**src/rtl/nios_hw_port_rx.sv**
```systemverilog
// NIOS to_hw_port receiver: four-phase handshake into a FWFT FIFO,
// drained by a valid/ready stream toward the SD-card data consumer.
module nios_hw_port_rx #(
   parameter int DATA_W     = 16,
   parameter int FIFO_DEPTH = 16,
   parameter int ADDR_W     = 4
) (
   input  logic              clk,
   input  logic              reset_n,
   input  logic [DATA_W-1:0] to_hw_port,
   input  logic [1:0]        to_hw_sig,
   output logic [1:0]        to_sw_sig,
   output logic [DATA_W-1:0] m_data,
   output logic              m_last,
   output logic              m_valid,
   input  logic              m_ready,
   output logic [ADDR_W:0]   fifo_level
);

   typedef enum logic [1:0] {IDLE, BUSY, ACK_WAIT} state_e;

   localparam logic [ADDR_W:0] DEPTH = (ADDR_W+1)'(FIFO_DEPTH);
   localparam logic [ADDR_W:0] ONE   = (ADDR_W+1)'(1);

   state_e            state_q, state_d;
   logic [1:0]        sync1_q, sync2_q;
   logic [1:0]        to_sw_q, to_sw_d;
   logic [ADDR_W:0]   wr_ptr_q, wr_ptr_d;
   logic [ADDR_W:0]   rd_ptr_q, rd_ptr_d;
   logic [DATA_W:0]   mem_q [FIFO_DEPTH];
   logic [DATA_W:0]   mem_d [FIFO_DEPTH];
   logic [ADDR_W:0]   level;
   logic [DATA_W:0]   head;
   logic [1:0]        sig_s;
   logic              full, empty, is_word;
   logic              push, pop, flush;

   assign sig_s   = sync2_q;
   assign level   = wr_ptr_q - rd_ptr_q;
   assign full    = (level == DEPTH);
   assign empty   = (level == '0);
   assign is_word = (sig_s == 2'b01) || (sig_s == 2'b10);
   assign head    = mem_q[rd_ptr_q[ADDR_W-1:0]];

   assign m_valid    = !empty;
   assign m_data     = empty ? '0 : head[DATA_W-1:0];
   assign m_last     = !empty && head[DATA_W];
   assign to_sw_sig  = to_sw_q;
   assign fifo_level = level;

   // IDLE and BUSY only differ in where a full FIFO leaves the FSM
   always_comb begin
      state_d = state_q;
      to_sw_d = to_sw_q;
      push    = 1'b0;
      flush   = 1'b0;
      unique case (state_q)
         IDLE, BUSY: begin
            if (sig_s == 2'b11) begin
               flush   = 1'b1;
               to_sw_d = 2'b11;
               state_d = ACK_WAIT;
            end else if (is_word && !full) begin
               push    = 1'b1;
               to_sw_d = 2'b01;
               state_d = ACK_WAIT;
            end else if (is_word) begin
               to_sw_d = 2'b10;
               state_d = BUSY;
            end else begin
               to_sw_d = 2'b00;
               state_d = IDLE;
            end
         end
         ACK_WAIT: begin
            if (sig_s == 2'b00) begin
               to_sw_d = 2'b00;
               state_d = IDLE;
            end
         end
         default: begin
            to_sw_d = 2'b00;
            state_d = IDLE;
         end
      endcase
   end

   assign pop = !empty && m_ready && !flush;

   always_comb begin
      wr_ptr_d = wr_ptr_q;
      rd_ptr_d = rd_ptr_q;
      mem_d    = mem_q;
      if (flush) begin
         wr_ptr_d = '0;
         rd_ptr_d = '0;
      end else begin
         if (push) begin
            mem_d[wr_ptr_q[ADDR_W-1:0]] = {sig_s == 2'b10, to_hw_port};
            wr_ptr_d = wr_ptr_q + ONE;
         end
         if (pop) begin
            rd_ptr_d = rd_ptr_q + ONE;
         end
      end
   end

   always_ff @(posedge clk or negedge reset_n) begin
      if (!reset_n) begin
         state_q  <= IDLE;
         sync1_q  <= 2'b00;
         sync2_q  <= 2'b00;
         to_sw_q  <= 2'b00;
         wr_ptr_q <= '0;
         rd_ptr_q <= '0;
         for (int i = 0; i < FIFO_DEPTH; i++) begin
            mem_q[i] <= '0;
         end
      end else begin
         state_q  <= state_d;
         sync1_q  <= to_hw_sig;
         sync2_q  <= sync1_q;
         to_sw_q  <= to_sw_d;
         wr_ptr_q <= wr_ptr_d;
         rd_ptr_q <= rd_ptr_d;
         mem_q    <= mem_d;
      end
   end

endmodule

```
**config.mk**
```make
export PLATFORM = sky130hd
export DESIGN_NAME = nios_hw_port_rx
export DESIGN_NICKNAME = d
export VERILOG_FILES = /design/src/rtl/nios_hw_port_rx.sv
export SDC_FILE = /design/constraint.sdc
export NUM_CORES = 1
export LEC_CHECK = 0
export ABC_AREA = 1
export CORE_MARGIN = 3
export CORE_UTILIZATION = 55
export CTS_CLUSTER_DIAMETER = 30
export CTS_CLUSTER_SIZE = 14
export DETAILED_ROUTE_END_ITERATION = 7
export PLACE_DENSITY = 0.72
export SLEW_MARGIN = 0
export SYNTH_ARGS = -nofsm -noshare
export SYNTH_HDL_FRONTEND = slang
export SYNTH_SLANG_ARGS = --single-unit
```
**constraint.sdc**
```tcl
create_clock -name clk -period 6.25 [get_ports clk]
set_input_delay 0.9375 -clock clk [delete_from_list [all_inputs] [get_ports clk]]
set_output_delay 0.9375 -clock clk [all_outputs]
set_load 0.005 [all_outputs]
```
Word level (Yosys, flattened, before mapping). Index checks and enable logic that the tools add are counted.

Add/sub/neg operators: 3. Magnitude comparators: 3. Reductions and logical operators: 16. Multiplexer cells: 25. Eq/ne operators: 7. Bitwise logic cells: 3.

Operators by type and width (count): $bwmux 272 (1); $bmux 17 s4 (1); $demux 17 s4 (1); $mux 17 (3); $mux 5 (4); $mux 16 (1); $mux 2 (6); $add 5x1->5 const B (2); $ge 5x5->1 const B (2); $not 4->5 (2); $pmux 2 s2 (2); $eq 2x2->1 const B (3); $mux 1 (6); $eq 5x5->1 const B (1); $logic_and 1x1->1 (5); $logic_not 5->1 (1); $lt 5x1->1 const B (1); $sub 5x5->5 (1); $eq 2x1->1 const B (2); $logic_not 2->1 (2); $reduce_bool 2->1 (2); $logic_not 1->1 (3); $ne 2x2->1 const B (1); $reduce_and 2->1 (1); other kinds (3) (3).

Logic and storage cells: 79. Flip-flop bits (word level): 290. Output and inout port bits: 25. Input bits: 21.

Logic depth before layout (Yosys ltp).
Depth in word-level cells: 9. Gate-level depth with buffers: 15. Depth with buffers taken out: 13.

Worst setup path before layout. No wires, ideal clock.

Path type: register to output. Start point: register rd_ptr_q[2]. End point: output m_data[2]. Arrival time: 2.223 ns. Path buffers: 3. Required time: 5.312 ns. Stages on the path, launching flop included: 15. Slack: 3.090 ns. Cell sequence: dfrtp_1 clkbuf_1 inv_1 clkbuf_1 ha_1 inv_2 nand2_1 nand2_2 nor2_4 nand3_2 nor2_1 inv_2 buf_2 nand3_1 nor2_1.

Elaborated cells on any way between the ends: 7. Those cells by class: 1 x add/sub; 4 x mux; 1 x bitwise; 1 x reduce/logical.

RTL lines: start: declaration (line 29) `logic [ADDR_W:0] rd_ptr_q, rd_ptr_d;`; start signal: assignment (line 125) `rd_ptr_q <= rd_ptr_d;`; $sub 5x5->5 (line 39) `assign level = wr_ptr_q - rd_ptr_q;`; named net fifo_level[2] (line 17) `output logic [ADDR_W:0] fifo_level`; $logic_not 5->1 (line 41) `assign empty = (level == '0);`; $mux 16 (line 46) `assign m_data = empty ? '0 : head[DATA_W-1:0];`; end: declaration (line 13) `output logic [DATA_W-1:0] m_data,`.

The timed path passes the listed nets, and every way through them passes these cells. The select of a mux whose other input is x is not followed.

Worst setup path after layout.
Start point: register rd_ptr_q[2]. End point: output m_data[9].

Longest elaborated chain between the ends: 5. Elaborated cells on any way between the ends: 7. Those cells by class: 1 x add/sub; 4 x mux; 1 x bitwise; 1 x reduce/logical.

RTL lines: $not 4->5 (implied by the code) (line 43) `assign head = mem_q[rd_ptr_q[ADDR_W-1:0]];`; $bmux 17 s4 (line 43); $mux 17 (implied by the code) (2 in series) (line 43); $mux 16 (*) (line 46).

Mark *: on every way between the ends. The rest lies on a longest branch, timed or not. The select of a mux whose other input is x is not followed.

==> flow_summary.yaml <==
timing:
  setup_violations: 0
  finClkSkew_ns: 0.0192
  period_needed_ns: 5.13
  max_slew_margin_pct: 23.8
  rsz0062_at_grt: "no"
  tightest_slew_ns: 1.14
  drv_slew: 0
  timing.fmax_mhz: 195
  fin_crit_sh_pct: 82.1
  final.setup.tns_ns: 0
  timing_hold_violations_final: 0
global_routing:
  met3_usage_pct: 8.85
  gr-usage-met1_pct: 48.6
  grt_util_all_layers_pct: 33.6
  grt_overflow: 0
  grt.busiest_layer: "met1"
  grt_pass1_vias: 14200
  antenna_found_initial: 0
  grt_max_degree: 210
  grt_pass1_wl_mm: 81.4
  grt_use_met2_pct: 48.5
floorplan:
  die_x_um: 174
  dieHeight_um: 174
  die_area_sq_um: 30300
  initial_core_util_pct: 56.8
  core_area_sq_um: 27300
  rows: 60
  pin_count: 46
logic_synthesis:
  synth_ff_type: "dfrtp_1"
  synth_top_family_by_area: "simple AND/OR/NAND/NOR gates"
  async_flop_share_pct: 100
  yosysMostFrequentCell: "nand2_1"
  yosys.area.top_type: "dfrtp_1"
  synth_nets: 2026
  synth.area.top_cells: "dfrtp_1 47%, nand2_1 20%, nand4_1 11%, nor2_1 2.7%, a21oi_1 2.3%"
  synth_seq_area_share_pct: 46.6
  synthSimpleGateAreaFrac_pct: 39.4
  ys_warn_count: 0
  synth_area_per_cell_sq_um: 7.79
  yosysUniqueCellTypes: 34
  synth_compound_area_share_pct: 5.29
  synth-seq-cells: 289
  synth.area.mux_share_pct: 0
  ys_top_cells_by_count: "809 x nand2_1, 289 x dfrtp_1, 272 x nand4_1"
  synth_xor_area_share_pct: 0.339
  netlist_instances: 1992
  synth_top_area_share_pct: 46.6
  synth-adder-area-share_pct: 1.10
  synth_area_sq_um: 15500
  synth_edf_count: 0
place:
  port_buffers: 45
  place.gp.congestion: 0.917
  dp_cells: 2246
  dpl.hpwl_mm: 27.9
setup_path:
  worstPathMaxFanout: 27
  critPathMaxStageDelay_ns: 0.92
  critPathKind: "register to output port"
  r2r_cells: 10
  cp_cell_sequence: "inv_1 > ha_1 > nand3_2 > nand2_1 > nand2_2 > nand2_4 > nor2_1 > inv_2 > nand3_1 > a21oi_1 > clkdlybuf4s50_1"
  cp.arrival_ns: 4.20
  cp-start-kind: "register"
  slowest_stage: "dfrtp_1"
  endpoint_kind: "output port"
  cp.required_ns: 5.31
outcome:
  status: "completed"
clock_network:
  cts_tree: "built"
  htree_levels: 3
  postCtsSetupBuffers: 0
  path_clk_slew_ns: 0.05
  cts_buffers: 66
  clockRootBuffer: "clkbuf_16"
  ctsHoldBuffers: 0
  clock_sinks: 289
  ctsResizeCount: 0
  clk_path_buf_depth: 3
  clk_latency_ns: 0.55
pwr:
  clkPwrFrac_pct: 37.7
  p_int_mw: 5.78
  p_leak_nw: 8.51
  ir_drop_uv: 354
  p_sw_mw: 3.62
  p_seq_share_pct: 28.1
  combinationalPowerShare_pct: 34.2
  sw_frac_of_total_pct: 38.5
  power_density_nw_per_um2: 525
routing:
  antenna_left: 0
  drc: 0
  vias_per_cell: 6.30
  wire_per_inst_um: 21.6
  finalWirelength_mm: 51.1
  dr_total_vias: 14900
  drtPass1Iterations: 8
  first_iter_violations: 2284
min_path:
  min_path_cells: 0
  hold_class: "register to register"
layout:
  n_antenna_cell: 0
  drive_gt1_share_pct: 10.6
  final_cells: 2362
  fillers: 2335
  area_growth_pct: 15.5
  nets: 1976
  post-route-util_pct: 65.6
flow_run:
  maxCapViolCount: 0
[metrics by stage]
stage                     power, mW  instance area [sq um]  hold WS (ns)  setup WS [ns]
after floorplan                4.65                  15500         0.331           3.09
after global placement         5.72                  15700         0.333           1.89
after detailed placement       5.77                  15700         0.336           1.75
after CTS                      9.34                  17900         0.347           1.18
after global routing           9.85                  17900         0.352          0.948
final                          9.41                  17900         0.344           1.12
[registers in the layout (all words and copies together), names as in the netlist]
name       count
mem_q        272
rd_ptr_q       5
wr_ptr_q       5
sig_s          2
sync1_q        2
to_sw_sig      2
state_q        1
[cells in the final DEF (no fill, tap or decap), types with 2 or more instances in the layout]
cell type,n
a21oi_1,72
a21oi_2,2
a22oi_1,30
buf_12,3
buf_4,18
bufinv_16,9
clkbuf_1,3
clkbuf_16,67
clkbuf_8,8
clkdlybuf4s50_1,44
clkinv_1,2
clkinv_2,12
clkinv_4,3
clkinvlp_4,4
dfrtp_1,287
ha_1,12
inv_1,24
inv_2,4
inv_6,10
nand2_1,809
nand2_2,33
nand3_1,64
nand3_2,3
nand4_1,272
nand4_2,6
nand4_4,10
nor2_1,108
nor2_2,8
nor2_4,4
o21ai_0,42
xor2_1,6
[worst max-delay path, delay by kind of cell (launching register included)]
family,cells,cell delay (ns)
DFF,1,0.92
adders and majority gates,1,0.57
buffers and inverters,3,1.34
and+or+nand+nor,6,0.60
AOI/OAI and AO/OA,1,0.21
[per-layer routing]
metal,part of all wire (%),wire [um]
met2,44,22300
met1,40,20700
met3,12,6180
met5,0,0
met4,3.8,1950
[cells by family after synthesis]
kind of cell / after synthesis
compound gates: 147
xor+xnor: 6
fa+ha+maj: 13
buf+inv: 216
flops: 289
simple gates: 1321
[cell type report]
type | instances | area, sq um | share of cell area [%]
clock inverter | 38 | 474 | 2.65
sequential | 289 | 7240 | 40.4
timing repair buffer | 66 | 651 | 3.63
tap | 372 | 465 | 2.60
multi-input combinational | 1487 | 7170 | 40.0
clock buffer | 78 | 1800 | 10.0
inverter | 32 | 130 | 0.726
[power by group through the flow]
stage               Sequential (mW)  Combinational (mW)  Clock (mW)
global placement               2.64                3.08           0
CTS                            2.63                3.15        3.56
finish                         2.65                3.21        3.55
floorplan                      2.48                2.16           0
detailed placement             2.64                3.12           0
global route                   2.69                3.49        3.66
[worst paths after layout]
check	startpoint	end	slack, ns
worst max-delay path	rd_ptr_q[2]$_DFFE_PN0P_	m_data[9]	1.12
worst min-delay path	sync1_q[0]$_DFF_PN0_	sig_s[0]$_DFF_PN0_	0.34
worst max register to register	rd_ptr_q[2]$_DFFE_PN0P_	mem_q[225]$_DFFE_PN0P_	2.36
worst min register to register	sync1_q[0]$_DFF_PN0_	sig_s[0]$_DFF_PN0_	0.34
max in group asynchronous	reset_n	mem_q[38]$_DFFE_PN0P_	4.29
min in group asynchronous	reset_n	mem_q[264]$_DFFE_PN0P_	0.45
Power figures use the tool's default switching activity.
